**config.mk**
```make
export PLATFORM = sky130hd
export DESIGN_NAME = ifetch_queue_flat
export DESIGN_NICKNAME = d
export VERILOG_FILES = /design/src/rtl/ifetch_queue_if.sv /design/src/rtl/ifetch_queue.sv /design/src/flat_wrapper.sv
export SDC_FILE = /design/constraint.sdc
export NUM_CORES = 1
export LEC_CHECK = 0
export CAP_MARGIN = 10
export CORE_ASPECT_RATIO = 1.25
export CORE_MARGIN = 3
export CORE_UTILIZATION = 52
export DETAILED_ROUTE_END_ITERATION = 8
export GPL_TIMING_DRIVEN = 0
export PLACE_DENSITY = 0.75
export SYNTH_ARGS = -nofsm -noshare
export SYNTH_HDL_FRONTEND = slang
export SYNTH_SLANG_ARGS = --single-unit
```
**constraint.sdc**
```tcl
create_clock -name clk -period 14.7 [get_ports clk]
set_input_delay 2.94 -clock clk [delete_from_list [all_inputs] [get_ports clk]]
set_output_delay 2.94 -clock clk [all_outputs]
set_load 0.005 [all_outputs]
```
**src/rtl/ifetch_queue_if.sv**
```systemverilog
// Bus bundle between the instruction-fetch queue, the instruction memory
// and the decode stage. The fetch queue is the master of this bundle.
interface ifetch_queue_if #(
  parameter int AW    = 14,
  parameter int DW    = 64,
  parameter int DEPTH = 4
);
  localparam int CW = $clog2(DEPTH) + 1;

  // instruction memory port A
  logic [AW-1:0] imem_addr;
  logic [DW-1:0] imem_data;

  // fetch control from the back end
  logic          halt;
  logic          redirect_valid;
  logic [AW-1:0] redirect_pc;

  // decode-side handshake
  logic          out_valid;
  logic          out_ready;
  logic [DW-1:0] out_line;
  logic [AW-1:0] out_pc;
  logic [CW-1:0] out_count;

  modport master (
    output imem_addr,
    input  imem_data,
    input  halt,
    input  redirect_valid,
    input  redirect_pc,
    output out_valid,
    input  out_ready,
    output out_line,
    output out_pc,
    output out_count
  );

  modport slave (
    input  imem_addr,
    output imem_data,
    output halt,
    output redirect_valid,
    output redirect_pc,
    input  out_valid,
    output out_ready,
    input  out_line,
    input  out_pc,
    input  out_count
  );
endinterface

```
**src/rtl/ifetch_queue.sv**
```systemverilog
// Instruction-fetch front end: owns the PC, addresses the instruction
// memory, and queues each returned line together with its PC in a small
// FIFO whose head is presented to decode without an output register.
// A redirect flushes the queue and reloads the PC; halt stops fetching
// while the queue keeps draining.
module ifetch_queue #(
  parameter int            AW       = 14,
  parameter int            DW       = 64,
  parameter int            DEPTH    = 4,
  parameter logic [AW-1:0] RESET_PC = {AW{1'b0}}
) (
  input  logic            clk,
  input  logic            rst,
  ifetch_queue_if.master  bus
);

  localparam int PW = $clog2(DEPTH);
  localparam int CW = PW + 1;
  localparam int EW = AW + DW;

  // architectural state
  logic [AW-1:0] pc_q,     pc_d;
  logic [PW-1:0] wr_ptr_q, wr_ptr_d;
  logic [PW-1:0] rd_ptr_q, rd_ptr_d;
  logic [CW-1:0] count_q,  count_d;
  logic [EW-1:0] mem_q [DEPTH];

  // storage write port, computed alongside the pointer update
  logic          wr_en_s;
  logic [EW-1:0] entry_d;

  // handshake qualifiers
  logic          empty_s;
  logic          has_room_s;
  logic          pop_s;
  logic          push_s;

  // Handshake qualification: a pop needs a valid head; a push needs no
  // redirect, no halt, and either free space or a slot freed by this pop.
  always_comb begin
    empty_s    = (count_q == {CW{1'b0}});
    has_room_s = (count_q < CW'(DEPTH));
    pop_s      = (!empty_s) & bus.out_ready;
    push_s     = (!bus.redirect_valid) & (!bus.halt) & (has_room_s | pop_s);
  end

  // Next-state computation; a redirect overrides every other update.
  always_comb begin
    pc_d     = pc_q;
    wr_ptr_d = wr_ptr_q;
    rd_ptr_d = rd_ptr_q;
    count_d  = count_q;
    wr_en_s  = 1'b0;
    entry_d  = {pc_q, bus.imem_data};

    if (bus.redirect_valid) begin
      pc_d     = bus.redirect_pc;
      wr_ptr_d = {PW{1'b0}};
      rd_ptr_d = {PW{1'b0}};
      count_d  = {CW{1'b0}};
    end else begin
      if (push_s) begin
        wr_en_s  = 1'b1;
        pc_d     = pc_q + AW'(1);
        wr_ptr_d = wr_ptr_q + PW'(1);
      end else begin
        wr_en_s  = 1'b0;
      end

      if (pop_s) begin
        rd_ptr_d = rd_ptr_q + PW'(1);
      end else begin
        rd_ptr_d = rd_ptr_q;
      end

      case ({push_s, pop_s})
        2'b10:   count_d = count_q + CW'(1);
        2'b01:   count_d = count_q - CW'(1);
        default: count_d = count_q;
      endcase
    end
  end

  // PC, pointer and occupancy registers.
  always_ff @(posedge clk or posedge rst) begin
    if (rst) begin
      pc_q     <= RESET_PC;
      wr_ptr_q <= {PW{1'b0}};
      rd_ptr_q <= {PW{1'b0}};
      count_q  <= {CW{1'b0}};
    end else begin
      pc_q     <= pc_d;
      wr_ptr_q <= wr_ptr_d;
      rd_ptr_q <= rd_ptr_d;
      count_q  <= count_d;
    end
  end

  // Line storage; cleared on reset so the idle head reads as zero.
  always_ff @(posedge clk or posedge rst) begin
    if (rst) begin
      for (int i = 0; i < DEPTH; i++) begin
        mem_q[i] <= {EW{1'b0}};
      end
    end else if (wr_en_s) begin
      mem_q[wr_ptr_q] <= entry_d;
    end
  end

  // Outputs come straight from the registers so the head has no latency.
  always_comb begin
    bus.imem_addr = pc_q;
    bus.out_valid = !empty_s;
    bus.out_line  = mem_q[rd_ptr_q][DW-1:0];
    bus.out_pc    = mem_q[rd_ptr_q][EW-1:DW];
    bus.out_count = count_q;
  end

endmodule

```
**src/flat_wrapper.sv**
```systemverilog
// flat-port wrapper written by rule: the top's interface ports become plain ports
module ifetch_queue_flat 
#(
  parameter int            AW       = 14,
  parameter int            DW       = 64,
  parameter int            DEPTH    = 4,
  parameter logic [AW-1:0] RESET_PC = {AW{1'b0}}
)
  (clk, rst, bus_imem_addr, bus_imem_data, bus_halt, bus_redirect_valid, bus_redirect_pc, bus_out_valid, bus_out_ready, bus_out_line, bus_out_pc, bus_out_count);
  ifetch_queue_if #(.AW(AW), .DW(DW), .DEPTH(DEPTH)) bus_i ();
  input  logic clk;
  input  logic rst;
  output wire logic [$bits(bus_i.imem_addr)-1:0] bus_imem_addr;
  input wire logic [$bits(bus_i.imem_data)-1:0] bus_imem_data;
  input wire logic [$bits(bus_i.halt)-1:0] bus_halt;
  input wire logic [$bits(bus_i.redirect_valid)-1:0] bus_redirect_valid;
  input wire logic [$bits(bus_i.redirect_pc)-1:0] bus_redirect_pc;
  output wire logic [$bits(bus_i.out_valid)-1:0] bus_out_valid;
  input wire logic [$bits(bus_i.out_ready)-1:0] bus_out_ready;
  output wire logic [$bits(bus_i.out_line)-1:0] bus_out_line;
  output wire logic [$bits(bus_i.out_pc)-1:0] bus_out_pc;
  output wire logic [$bits(bus_i.out_count)-1:0] bus_out_count;
  assign bus_imem_addr = bus_i.imem_addr;
  assign bus_i.imem_data = bus_imem_data;
  assign bus_i.halt = bus_halt;
  assign bus_i.redirect_valid = bus_redirect_valid;
  assign bus_i.redirect_pc = bus_redirect_pc;
  assign bus_out_valid = bus_i.out_valid;
  assign bus_i.out_ready = bus_out_ready;
  assign bus_out_line = bus_i.out_line;
  assign bus_out_pc = bus_i.out_pc;
  assign bus_out_count = bus_i.out_count;
  ifetch_queue #(.AW(AW), .DW(DW), .DEPTH(DEPTH), .RESET_PC(RESET_PC)) u_core (.clk(clk), .rst(rst), .bus(bus_i));
endmodule
```
==> results_dict.tcl, run 1 <==
set metrics [dict create \
    grt_util_all_layers_pct 21.1 \
    worstPathMaxFanout 10 \
    synth-edff-count 0 \
    drcViolationCount 0 \
    synth_seq_cells 333 \
    worst_pin_slew_ps 791 \
    syn_inst 903 \
    critPathLaunchType "flop" \
    grt_max_degree 132 \
    place_area_um2 17000 \
    timing.rr.end "u_core.mem_q[81]" \
    yosysTopAreaCell "dfrtp_1" \
    die_h_um 194 \
    met2_usage_pct 35.6 \
    maxSlewHeadroom_pct 47.3 \
    vias 8468 \
    total_power_uw 3380 \
    portBuffers 177 \
    synth.area.top_cells "dfrtp_1, mux2_2, mux4_2" \
    setup.worst_path.end_class "primary output" \
    holdPathStages 1 \
    ys_seq_area_share_pct 56.7 \
    required_ps 11760 \
    ff2ff_path_depth 7 \
    n_fill_cell 2031 \
    crit_arrival_ps 3230 \
    grtUsageMet1_pct 28.4 \
    firstDrtPassIters 4 \
    core-area_um2 27700 \
    ys_warn_count 0 \
    drive_gt1_share_pct 43.9 \
    min_from "u_core.mem_q[241]" \
    syn_area_per_cell_um2 16.3 \
    fmax_mhz 162 \
    io-pin-count 179 \
    final_area_um2 18200 \
    ctsHoldBuffers 0 \
    grt_pass1_wl_um 51000 \
    leakage_uw 0.00785 \
    p_seq_share_pct 42.3 \
    cts_resized 0 \
    cts_max_level 2 \
    r2r-start "u_core.bus.out_count[2]" \
    clk_latency_ps 510 \
    drt_iter0_drc 445 \
    maxCapViolCount 0 \
    cts_sinks 333 \
    place_ws_ps 8960 \
    criticalPathCategory "reg2out" \
    clk_path_buf_depth 3 \
    multi_input_area_um2 5980 \
    p_clk_share_pct 26.8 \
    gp_congestion 0.773 \
    fp.dieW_um 156 \
    vias_per_cell 5.67 \
    busiest_layer "met2" \
    synth_top_area_share_pct 56.7 \
    grt_pass1_vias 9296 \
    overflow 0 \
    crit_start "u_core.rd_ptr_q[1]" \
    hold_viol 0 \
    instances_no_fill 1493 \
    sw_frac_of_total_pct 25.6 \
    n_antenna_cell 0 \
    clk_pin_slew_ps 60 \
    synth_cell_types 43 \
    irDropWorstVdd_mv 0.114 \
    syn_to_final_growth_pct 23.6 \
    regArea_um2 8330 \
    rows 68 \
    worst_slack_ps 8530 \
    hold_class "reg2reg" \
    detail_route.wl_per_cell_um 21.0 \
    ant_nets 0 \
    die_area_um2 30300 \
    pwr-share-comb_pct 30.9 \
    placedCellCount 1432 \
    ys.flop_type "dfrtp_1" \
    routed_wirelength_um 31300 \
    run_status "finished, final reports clean" \
    synth-async-reset-ratio_pct 100 \
    synth_fp_nets 992 \
    p_int_uw 2510 \
    antenna_found_initial 1 \
    grt_use_met3_pct 4.91 \
    nNetsFinal 1208 \
    dpl.hpwl_um 20900 \
    cts_root_buf "clkbuf_16" \
    finClkSkew_ps 7.89 \
    power.density_nw_per_um2 186 \
    rsz0062_at_grt "false" \
    slew_violations 0 \
    r2r_slack_ps 12540 \
    setup_viol 0 \
    synth_area_um2 14700 \
    cts_setup_buffers 0 \
    fin_crit_ps 6170 \
    start_util_pct 53.0 \
    hold_path_end "u_core.mem_q[241]" \
    cts_tree "built" \
    fin_crit_sh_pct 42.0 \
    numCtsBuffers 35 \
    p_switching_uw 865 \
]
-- how the worst max path moves through the flow --
| stage | to | slack [ps] | cells after the start |
|---|---|---|---|
| 6_report | bus_out_pc[9] | 8530 | 5 |
| 5_1_grt | bus_out_pc[9] | 8320 | 5 |
| 4_1_cts | bus_out_pc[9] | 8420 | 5 |
| 3_5_place_dp | bus_out_pc[9] | 8960 | 5 |
| 3_3_place_gp | u_core.mem_q[219] | -1490 | 2 |
| 2_1_floorplan | u_core.bus.imem_addr[0] | 2540 | 1 |
-- cells by family (layout without fill, tap and decap cells) --
kind of cell | Yosys count | in the layout | share of synthesized area (%)
buf+inv | 69 | 309 | 2.54
compound gates | 28 | 28 | 1.26
mux | 392 | 392 | 36.0
simple gates | 67 | 67 | 2.39
xor+xnor | 8 | 8 | 0.477
fa+ha+maj | 6 | 6 | 0.562
flops | 333 | 333 | 56.7
-- critical path, cell delays in order, from the launching register on --
cell and delay [ps]:
dfrtp_1 320, clkbuf_1 440, buf_2 450, buf_2 420, mux4_2 550, clkdlybuf4s50_1 530
-- synthesized netlist by cell type, types with 5 or more instances --
master / count
mux2_1: 5
ha_1: 5
nand3_1: 10
nand2_1: 19
mux2_2: 308
clkbuf_1: 14
dfrtp_1: 333
buf_6: 9
mux4_2: 78
inv_1: 7
o21ai_0: 7
nor2_1: 11
buf_2: 36
-- through the flow --
stage	hold slack [ps]	utilization, %	TNS [ps]
2_1_floorplan	459	-	0
3_3_place_gp	470	60.9	-488940
3_5_place_dp	480	61.1	0
4_1_cts	493	65.5	0
5_1_grt	507	65.5	0
6_report	494	65.5	0
-- layer usage --
layer | up-vias | share of wire, %
met3 | 35 | 5.4
met2 | 171 | 51
met1 | 4451 | 43
met4 | 2 | 1.4
met5 | - | 0.029
li1 | 3809 | -
-- cell type report --
class	count	area share, %
clock inverter	9	0.675
sequential	333	45.9
multi-input combinational	501	32.9
timing repair buffer	179	10.1
inverter	7	0.186
clock buffer	52	5.91
buffer	62	1.91
tap	350	2.41
-- flip-flops by register name, indices dropped and copies added, names as in the netlist --
signal                flops
u_core.wr_ptr_q           2
u_core.rd_ptr_q           2
u_core.bus.out_count      3
u_core.mem_q            312
u_core.bus.imem_addr     14
-- power by group through the flow --
stage | registers (µW) | logic (µW) | clock network (µW)
CTS | 1430 | 1060 | 929
global placement | 1430 | 1030 | 0
detailed placement | 1440 | 1060 | 0
finish | 1430 | 1040 | 906
floorplan | 1390 | 635 | 0
global route | 1470 | 1130 | 966
-- layout by cell type (no fill, tap or decap), types with 5 or more instances in the layout --
cell type        instances
buf_2                   36
buf_6                    9
clkbuf_1                20
clkbuf_16               37
clkbuf_8                 9
clkdlybuf4s50_1        177
clkinv_2                 5
dfrtp_1                333
ha_1                     5
inv_1                    6
mux2_1                   5
mux2_2                 308
mux4_2                  78
nand2_1                 19
nand3_1                 10
nor2_1                  11
o21ai_0                  7
Power figures use the tool's default switching activity.
==> run 2, diff against run 1 <==
==> constraint.sdc (replaced) <==
create_clock -name clk -period 5.7 [get_ports clk]
set_input_delay 1.14 -clock clk [delete_from_list [all_inputs] [get_ports clk]]
set_output_delay 1.14 -clock clk [all_outputs]
set_load 0.005 [all_outputs]
==> results_dict.tcl, run 2 (same netlist as run 1, synthesis figures left out) <==
set metrics [dict create \
    fin_crit_sh_pct 77.0 \
    cts_sinks 333 \
    gp_congestion 0.776 \
    criticalPathCategory "reg2out" \
    largest_reg_flops 312 \
    power.density_nw_per_um2 475 \
    layout_commonest_cell "dfrtp_1" \
    crit_arrival_ps 3250 \
    worst_slack_ps 1310 \
    run_status "finished, final reports clean" \
    syn_to_final_growth_pct 24.2 \
    maxCapViolCount 0 \
    leakage_uw 0.00788 \
    final_cell_mix "dfrtp_1, mux2_2, clkdlybuf4s50_1" \
    dpl.hpwl_um 21300 \
    setup_tns_ps 0 \
    vias_per_cell 5.63 \
    holdPathStages 1 \
    die_area_um2 30300 \
    firstDrtPassIters 4 \
    irDropWorstVdd_mv 0.301 \
    top_register "u_core.mem_q" \
    overflow 0 \
    detail_route.wl_per_cell_um 20.8 \
    hold_path_end "u_core.mem_q[240]" \
    numCtsBuffers 35 \
    hold_viol 0 \
    slew_violations 0 \
    place_ws_ps 1770 \
    io-pin-count 179 \
    maxSlewHeadroom_pct 45.5 \
    grt_max_degree 44 \
    r2r-start "u_core.bus.out_count[2]" \
    cts_resized 0 \
    drcViolationCount 0 \
    r2r_slack_ps 3550 \
    routed_wirelength_um 31100 \
    timing.rr.end "u_core.bus.out_count[2]" \
    worstPathMaxFanout 10 \
    setup.worst_path.end_class "primary output" \
    fmax_mhz 228 \
    nNetsFinal 1215 \
    antenna_found_initial 0 \
    start_util_pct 53.0 \
    drt_iter0_drc 325 \
    worst_pin_slew_ps 818 \
    cts_setup_buffers 0 \
    critPathLaunchType "flop" \
    fin_crit_ps 4390 \
    die_h_um 194 \
    ant_nets 0 \
    fp.dieW_um 156 \
    grt_pass1_wl_um 51000 \
    rsz0062_at_grt "false" \
    clk_path_buf_depth 3 \
    min_from "u_core.mem_q[240]" \
    n_antenna_cell 0 \
    drive_gt1_share_pct 44.1 \
    portBuffers 177 \
    hold_class "reg2reg" \
    rows 68 \
    ctsHoldBuffers 0 \
    total_power_uw 8660 \
    cts_tree "built" \
    cts_max_level 2 \
    grt_util_all_layers_pct 21.1 \
    required_ps 4560 \
    grt_pass1_vias 9308 \
    cts_root_buf "clkbuf_16" \
    core-area_um2 27700 \
    setup_viol 0 \
    ff2ff_path_depth 8 \
    finClkSkew_ps 18.2 \
    clk_pin_slew_ps 60 \
    clk_latency_ps 510 \
    finish.utilization_pct 65.8 \
    vias 8433 \
]
==> run 2: how the worst max path moves through the flow <==
stage / startpoint / endpoint / slack, ps / cells past startpoint
after floorplan: rst / u_core.bus.imem_addr[0] / 110 / 1
after CTS: u_core.rd_ptr_q[1] / bus_out_pc[9] / 1220 / 5
after global routing: u_core.rd_ptr_q[1] / bus_out_pc[9] / 1130 / 5
after detailed placement: u_core.rd_ptr_q[1] / bus_out_pc[9] / 1770 / 5
after global placement: rst / u_core.mem_q[219] / -2160 / 2
final: u_core.rd_ptr_q[0] / bus_out_line[56] / 1310 / 5
==> run 2: worst max-delay path, cell delays in order (launching register included) <==
cell and delay (ps):
dfrtp_1 310, buf_2 280, buf_1 660, buf_1 590, mux4_2 430, clkdlybuf4s50_1 460
==> run 2: area by class of cell <==
class,count,area (µm²)
clock inverter,6,85.1
fill,2006,9500
buffer,62,347
multi-input combinational,501,5980
clock buffer,53,1080
tap,350,438
timing repair buffer,186,1950
sequential,333,8330
inverter,7,30.0
==> run 2: routing by layer <==
metal / track usage (%) / up-vias / part of all wire, %
met5: 0 / - / 0
met4: 3.96 / 0 / 1.2
met3: 5.14 / 26 / 5.5
met2: 35.4 / 173 / 50
met1: 28.6 / 4417 / 43
li1: - / 3817 / -
==> run 2: report_power, final <==
group | total (µW) | switching (µW) | internal (µW)
logic | 2700 | 891 | 1810
registers | 3690 | 434 | 3250
clock network | 2270 | 884 | 1390
total | 8660 | 2210 | 6450
==> run 2: stage by stage <==
| step | instance area (µm²) | std cells | hold slack, ps |
|---|---|---|---|
| floorplan | 14700 | 903 | 459 |
| global route | 18200 | 1498 | 506 |
| CTS | 18200 | 1498 | 495 |
| finish | 18200 | 1498 | 490 |
| global placement | 16900 | 1430 | 474 |
| detailed placement | 17100 | 1439 | 480 |
